**src/rtl/rf_wb_arbiter_pkg.sv**
```systemverilog
// Shared types and constants for the two-requester register-file write-back arbiter.
package rf_wb_arbiter_pkg;
  typedef enum logic {INIT, RUN} state_e;

  localparam int DATA_W_DEF = 32;
  localparam int ADDR_W_DEF = 5;

  localparam int REQ0 = 0;
  localparam int REQ1 = 1;
endpackage

```
**src/rtl/rf_wb_arbiter_if.sv**
```systemverilog
// Requester and register-file write-port bundle; master = requesters/consumer side, slave = arbiter.
interface rf_wb_arbiter_if #(
  parameter int DATA_W = rf_wb_arbiter_pkg::DATA_W_DEF,
  parameter int ADDR_W = rf_wb_arbiter_pkg::ADDR_W_DEF
);
  logic              V0, V1;
  logic              RDY0, RDY1;
  logic [ADDR_W-1:0] A0, A1;
  logic [DATA_W-1:0] D0, D1;
  logic              WE3;
  logic [ADDR_W-1:0] A3;
  logic [DATA_W-1:0] WD3;
  logic              BUSY;

  modport master (
    output V0, V1, A0, A1, D0, D1,
    input  RDY0, RDY1, WE3, A3, WD3, BUSY
  );

  modport slave (
    input  V0, V1, A0, A1, D0, D1,
    output RDY0, RDY1, WE3, A3, WD3, BUSY
  );
endinterface

```
**src/rtl/rf_wb_arbiter_rr_grant2.sv**
```systemverilog
// Two-way round-robin grant: a lone valid requester wins, a tie goes to the requester rr points at.
module rr_grant2 (
  input  logic [1:0] v,
  input  logic       rr,
  output logic [1:0] gnt
);
  assign gnt[0] = v[0] & (~v[1] | ~rr);
  assign gnt[1] = v[1] & (~v[0] |  rr);
endmodule

```
**src/rtl/rf_wb_arbiter.sv**
```systemverilog
// Register-file write-back arbiter with registered write port.
// Optional post-reset clear of registers 1..2**ADDR_W-1 is enabled by RF_INIT_CLEAR_EN.
module rf_wb_arbiter
  import rf_wb_arbiter_pkg::*;
#(
  parameter int DATA_W = DATA_W_DEF,
  parameter int ADDR_W = ADDR_W_DEF
) (
  input logic           CLK,
  input logic           RST,
  rf_wb_arbiter_if.slave bus
);
  logic [1:0]        w_v, w_gnt, w_rdy;
  logic              w_run, w_acc, w_sel;
  logic [ADDR_W-1:0] w_a;
  logic [DATA_W-1:0] w_d;

  logic              r_rr;
  logic              r_we;
  logic [ADDR_W-1:0] r_a3;
  logic [DATA_W-1:0] r_wd;

  assign w_v = {bus.V1, bus.V0};

  rr_grant2 u_grant (
    .v   (w_v),
    .rr  (r_rr),
    .gnt (w_gnt)
  );

`ifdef RF_INIT_CLEAR_EN
  state_e            r_state;
  logic [ADDR_W-1:0] r_cnt;

  assign w_run    = (r_state == RUN);
  assign bus.BUSY = (r_state == INIT);
`else
  assign w_run    = 1'b1;
  assign bus.BUSY = 1'b0;
`endif

  assign w_rdy    = w_run ? w_gnt : 2'b00;
  assign w_acc    = |w_rdy;
  assign w_sel    = w_rdy[REQ1];
  assign w_a      = w_sel ? bus.A1 : bus.A0;
  assign w_d      = w_sel ? bus.D1 : bus.D0;

  assign bus.RDY0 = w_rdy[REQ0];
  assign bus.RDY1 = w_rdy[REQ1];
  assign bus.WE3  = r_we;
  assign bus.A3   = r_a3;
  assign bus.WD3  = r_wd;

  always_ff @(posedge CLK or posedge RST) begin
    if (RST) begin
      r_rr  <= 1'b0;
      r_we  <= 1'b0;
      r_a3  <= '0;
      r_wd  <= '0;
`ifdef RF_INIT_CLEAR_EN
      r_state <= INIT;
      r_cnt   <= ADDR_W'(1);
`endif
    end else begin
`ifdef RF_INIT_CLEAR_EN
      if (r_state == INIT) begin
        r_we  <= 1'b1;
        r_a3  <= r_cnt;
        r_wd  <= '0;
        r_cnt <= r_cnt + 1'b1;
        // the last clear write is issued on the same edge that hands over to RUN
        if (r_cnt == {ADDR_W{1'b1}})
          r_state <= RUN;
      end else
`endif
      begin
        // x0 writes are accepted but never reach the register file
        r_we <= w_acc && (w_a != '0);
        if (w_acc) begin
          r_a3 <= w_a;
          r_wd <= w_d;
          r_rr <= ~w_sel;
        end
      end
    end
  end
endmodule
```
**src/flat_wrapper.sv**
```systemverilog
// flat-port wrapper written by rule: the top's interface ports become plain ports
module rf_wb_arbiter_flat import rf_wb_arbiter_pkg::*;
#(
  parameter int DATA_W = DATA_W_DEF,
  parameter int ADDR_W = ADDR_W_DEF
)
  (CLK, RST, bus_V0, bus_V1, bus_A0, bus_A1, bus_D0, bus_D1, bus_RDY0, bus_RDY1, bus_WE3, bus_A3, bus_WD3, bus_BUSY);
  rf_wb_arbiter_if #(.DATA_W(DATA_W), .ADDR_W(ADDR_W)) bus_i ();
  input logic CLK;
  input logic RST;
  input wire logic [$bits(bus_i.V0)-1:0] bus_V0;
  input wire logic [$bits(bus_i.V1)-1:0] bus_V1;
  input wire logic [$bits(bus_i.A0)-1:0] bus_A0;
  input wire logic [$bits(bus_i.A1)-1:0] bus_A1;
  input wire logic [$bits(bus_i.D0)-1:0] bus_D0;
  input wire logic [$bits(bus_i.D1)-1:0] bus_D1;
  output wire logic [$bits(bus_i.RDY0)-1:0] bus_RDY0;
  output wire logic [$bits(bus_i.RDY1)-1:0] bus_RDY1;
  output wire logic [$bits(bus_i.WE3)-1:0] bus_WE3;
  output wire logic [$bits(bus_i.A3)-1:0] bus_A3;
  output wire logic [$bits(bus_i.WD3)-1:0] bus_WD3;
  output wire logic [$bits(bus_i.BUSY)-1:0] bus_BUSY;
  assign bus_i.V0 = bus_V0;
  assign bus_i.V1 = bus_V1;
  assign bus_i.A0 = bus_A0;
  assign bus_i.A1 = bus_A1;
  assign bus_i.D0 = bus_D0;
  assign bus_i.D1 = bus_D1;
  assign bus_RDY0 = bus_i.RDY0;
  assign bus_RDY1 = bus_i.RDY1;
  assign bus_WE3 = bus_i.WE3;
  assign bus_A3 = bus_i.A3;
  assign bus_WD3 = bus_i.WD3;
  assign bus_BUSY = bus_i.BUSY;
  rf_wb_arbiter #(.DATA_W(DATA_W), .ADDR_W(ADDR_W)) u_core (.CLK(CLK), .RST(RST), .bus(bus_i));
endmodule
```
**config.mk**
```make
export PLATFORM = sky130hd
export DESIGN_NAME = rf_wb_arbiter_flat
export DESIGN_NICKNAME = d
export VERILOG_FILES = /design/src/rtl/rf_wb_arbiter_pkg.sv /design/src/rtl/rf_wb_arbiter_if.sv /design/src/rtl/rf_wb_arbiter_rr_grant2.sv /design/src/rtl/rf_wb_arbiter.sv /design/src/flat_wrapper.sv
export SDC_FILE = /design/constraint.sdc
export NUM_CORES = 1
export LEC_CHECK = 0
export ABC_AREA = 1
export BUFFER_PORTS_ARGS = -buffer_cell sky130_fd_sc_hd__buf_2
export CORE_AREA = 2 2 89 70
export DETAILED_ROUTE_END_ITERATION = 12
export DIE_AREA = 0 0 91 72
export HOLD_SLACK_MARGIN = 0.05
export PLACE_DENSITY = 0.66
export RECOVER_POWER = 25
export SLEW_MARGIN = 30
export SYNTH_ARGS = -nofsm -noshare
export SYNTH_HDL_FRONTEND = slang
export SYNTH_SLANG_ARGS = --single-unit
```
**constraint.sdc**
```tcl
create_clock -name CLK -period 1.7 [get_ports CLK]
set_input_delay 0.425 -clock CLK [delete_from_list [all_inputs] [get_ports CLK]]
set_output_delay 0.425 -clock CLK [all_outputs]
set_load 0.03 [all_outputs]
```
==> flow_summary.json <==
{
  "die_width_um": 91,
  "die-area_um2": 6550,
  "h-tree-depth": 2,
  "numClockSinks": 39,
  "gp_congestion": 0.804,
  "slew_violations": 0,
  "firstDrtPassIters": 4,
  "antenna_found_initial": 0,
  "post_dp_cell_area_um2": 2570,
  "yosysUniqueCellTypes": 18,
  "cp.required_ns": 1.27,
  "final_hold_viol_count": 0,
  "setup_viol": 0,
  "ioPinCount": 119,
  "min_period_ns": 1.61,
  "worstPathArrival_ns": 1.18,
  "cp-end-kind": "primary output",
  "cts_resized": 0,
  "grt_pass1_vias": 1816,
  "fin_cells": 429,
  "critPathMaxFanout": 13,
  "track_usage": 0.164,
  "status": "complete, no violations",
  "start_kind": "flip-flop",
  "clk_path_buf_depth": 2,
  "utilization": 0.475,
  "rows": 24,
  "final_area_um2": 2680,
  "syn_nets": 312,
  "synth_area_um2": 1920,
  "grt_pass1_wl_mm": 8.47,
  "detail-route-antenna-nets": 0,
  "drt_iter0_drc": 74,
  "placedCellCount": 421,
  "cts-root-buf": "clkbuf_8",
  "worstSetupPathType": "flip-flop to primary output",
  "clk_pin_slew_ns": 0.08,
  "start_util": 0.341,
  "hold_path_class": "input pin to asynchronous set/reset pin",
  "yosys_warnings": 0,
  "port_buffers": 117,
  "post-cts-setup-buffers": 0,
  "rsz0062_at_grt": "no",
  "min_period_over_period": 0.947,
  "totalWireLength_mm": 5.15,
  "via_count": 1921,
  "clkLatencyLatePin_ns": 0.29,
  "die_h_um": 72,
  "p_per_area_nw_per_um2": 1060,
  "power_leakage_nw": 1.38,
  "nFillCells": 581,
  "postSynthCellCount": 234,
  "vdd_drop_max_mv": 0.381,
  "reg2reg_from": "u_core.r_rr",
  "nets": 428,
  "relSlewSlack": 0.395,
  "worstMarginPinSlew_ns": 0.907,
  "clock_skew_ns": 0.00777,
  "wl_per_cell_um": 12.0,
  "drive_above_1_share": 0.396,
  "dp_hpwl_mm": 3.99,
  "drc_errors": 0,
  "synth_area_per_cell_um2": 8.22,
  "max_freq_ghz": 0.621,
  "ys_seq_elements": 39,
  "vias_per_cell": 4.48,
  "startpoint": "u_core.r_rr",
  "antenna_cells": 0,
  "cts_tree": "yes",
  "grt_max_degree": 28,
  "area_delta_synth_final_pct": 39.3,
  "holdBufCountCts": 0,
  "cts_buffers": 5,
  "ys_seq_area_frac": 0.507,
  "grt.overflow.total": 0,
  "coreArea_um2": 5650,
  "setup_tns_ns": 0,
  "maxCapViolCount": 0
}
critical path, cell delays in order (launching register included):
cell	delay (ns)
dfrtp_1	0.41
nand2_4	0.09
nand2_4	0.17
buf_2	0.23
synthesized netlist by cell type:
| master | number | area share |
|---|---|---|
| nand3b_1 | 1 | 0.0039 |
| nand2_1 | 48 | 0.094 |
| o21ai_0 | 2 | 0.0052 |
| nand2_4 | 3 | 0.018 |
| or2_0 | 1 | 0.0033 |
| nand3_1 | 5 | 0.013 |
| dfrtp_1 | 39 | 0.51 |
| nor2_1 | 33 | 0.064 |
| clkbuf_1 | 3 | 0.0059 |
| nand3_2 | 1 | 0.0052 |
| nand2_2 | 2 | 0.0065 |
| conb_1 | 1 | 0.0019 |
| inv_4 | 2 | 0.0065 |
| a21oi_1 | 32 | 0.083 |
| o21ai_1 | 37 | 0.096 |
| buf_4 | 6 | 0.023 |
| buf_6 | 7 | 0.041 |
| inv_1 | 11 | 0.021 |
where the power goes:
| part | internal (mW) | switching [mW] |
|---|---|---|
| combinational | 0.299 | 0.611 |
| clock | 0.475 | 0.315 |
| sequential | 1.07 | 0.0750 |
cell families (layout without fill, tap and decap cells):
family / after synthesis / in the layout / synth area share
AOI/OAI and AO/OA: 71 / 71 / 0.185
DFF: 39 / 39 / 0.507
and+or+nand+nor: 94 / 94 / 0.208
buffers and inverters: 29 / 146 / 0.0982
other: 1 / 1 / 0.00195
state kept, by name, indices dropped and copies added (netlist names):
register	cells
u_core.bus.A3	5
u_core.bus.WD3	32
u_core.r_rr	1
u_core.bus.WE3	1
cell usage in the layout (no fill, tap or decap), types with 2 or more instances in the layout:
master,Yosys,routed
inv_1,11,10
a21oi_1,32,32
buf_12,0,3
nand3_1,5,5
buf_2,0,117
o21ai_0,2,2
nor2_1,33,33
buf_4,6,3
clkbuf_1,3,2
nand2_4,3,3
o21ai_1,37,37
dfrtp_1,39,39
clkbuf_8,0,6
nand2_1,48,48
nand2_2,2,2
inv_4,2,2
routing by layer:
layer	GRT usage	vias to the layer above	share of wire
li1	-	990	-
met1	0.215	853	0.47
met2	0.263	73	0.45
met3	0.0602	5	0.079
met4	0.0354	0	0.0072
met5	0	-	0
layout make-up:
cell class / count / area, um2 / area share
sequential: 39 / 976 / 0.364
tap: 78 / 97.6 / 0.0364
multi-input combinational: 166 / 758 / 0.283
timing repair buffer: 125 / 676 / 0.252
inverter: 13 / 53.8 / 0.0201
clock buffer: 6 / 82.6 / 0.0308
clock inverter: 2 / 35.0 / 0.0131
metrics by stage:
stage / hold slack [ns] / power (mW) / setup slack [ns]
after floorplan: 0.591 / 1.77 / 0.183
after global placement: 0.387 / 2.07 / 0.113
after detailed placement: 0.395 / 2.08 / 0.0960
after CTS: 0.0753 / 2.89 / 0.0800
after global routing: 0.0745 / 3.01 / 0.0299
final: 0.0681 / 2.84 / 0.0908
final timing paths:
check | cells past startpoint | end | slack (ns)
hold reg to reg | 2 | u_core.bus.A3[0] | 0.49
setup / recovery | 3 | bus_RDY1 | 0.09
max in group asynchronous | 3 | u_core.bus.WD3[19] | 0.51
hold / removal | 2 | u_core.bus.WD3[31] | 0.07
min in group CLK | 3 | u_core.bus.WD3[0] | 0.39
setup reg to reg | 6 | u_core.bus.WD3[31] | 0.42
Power figures use the tool's default switching activity.
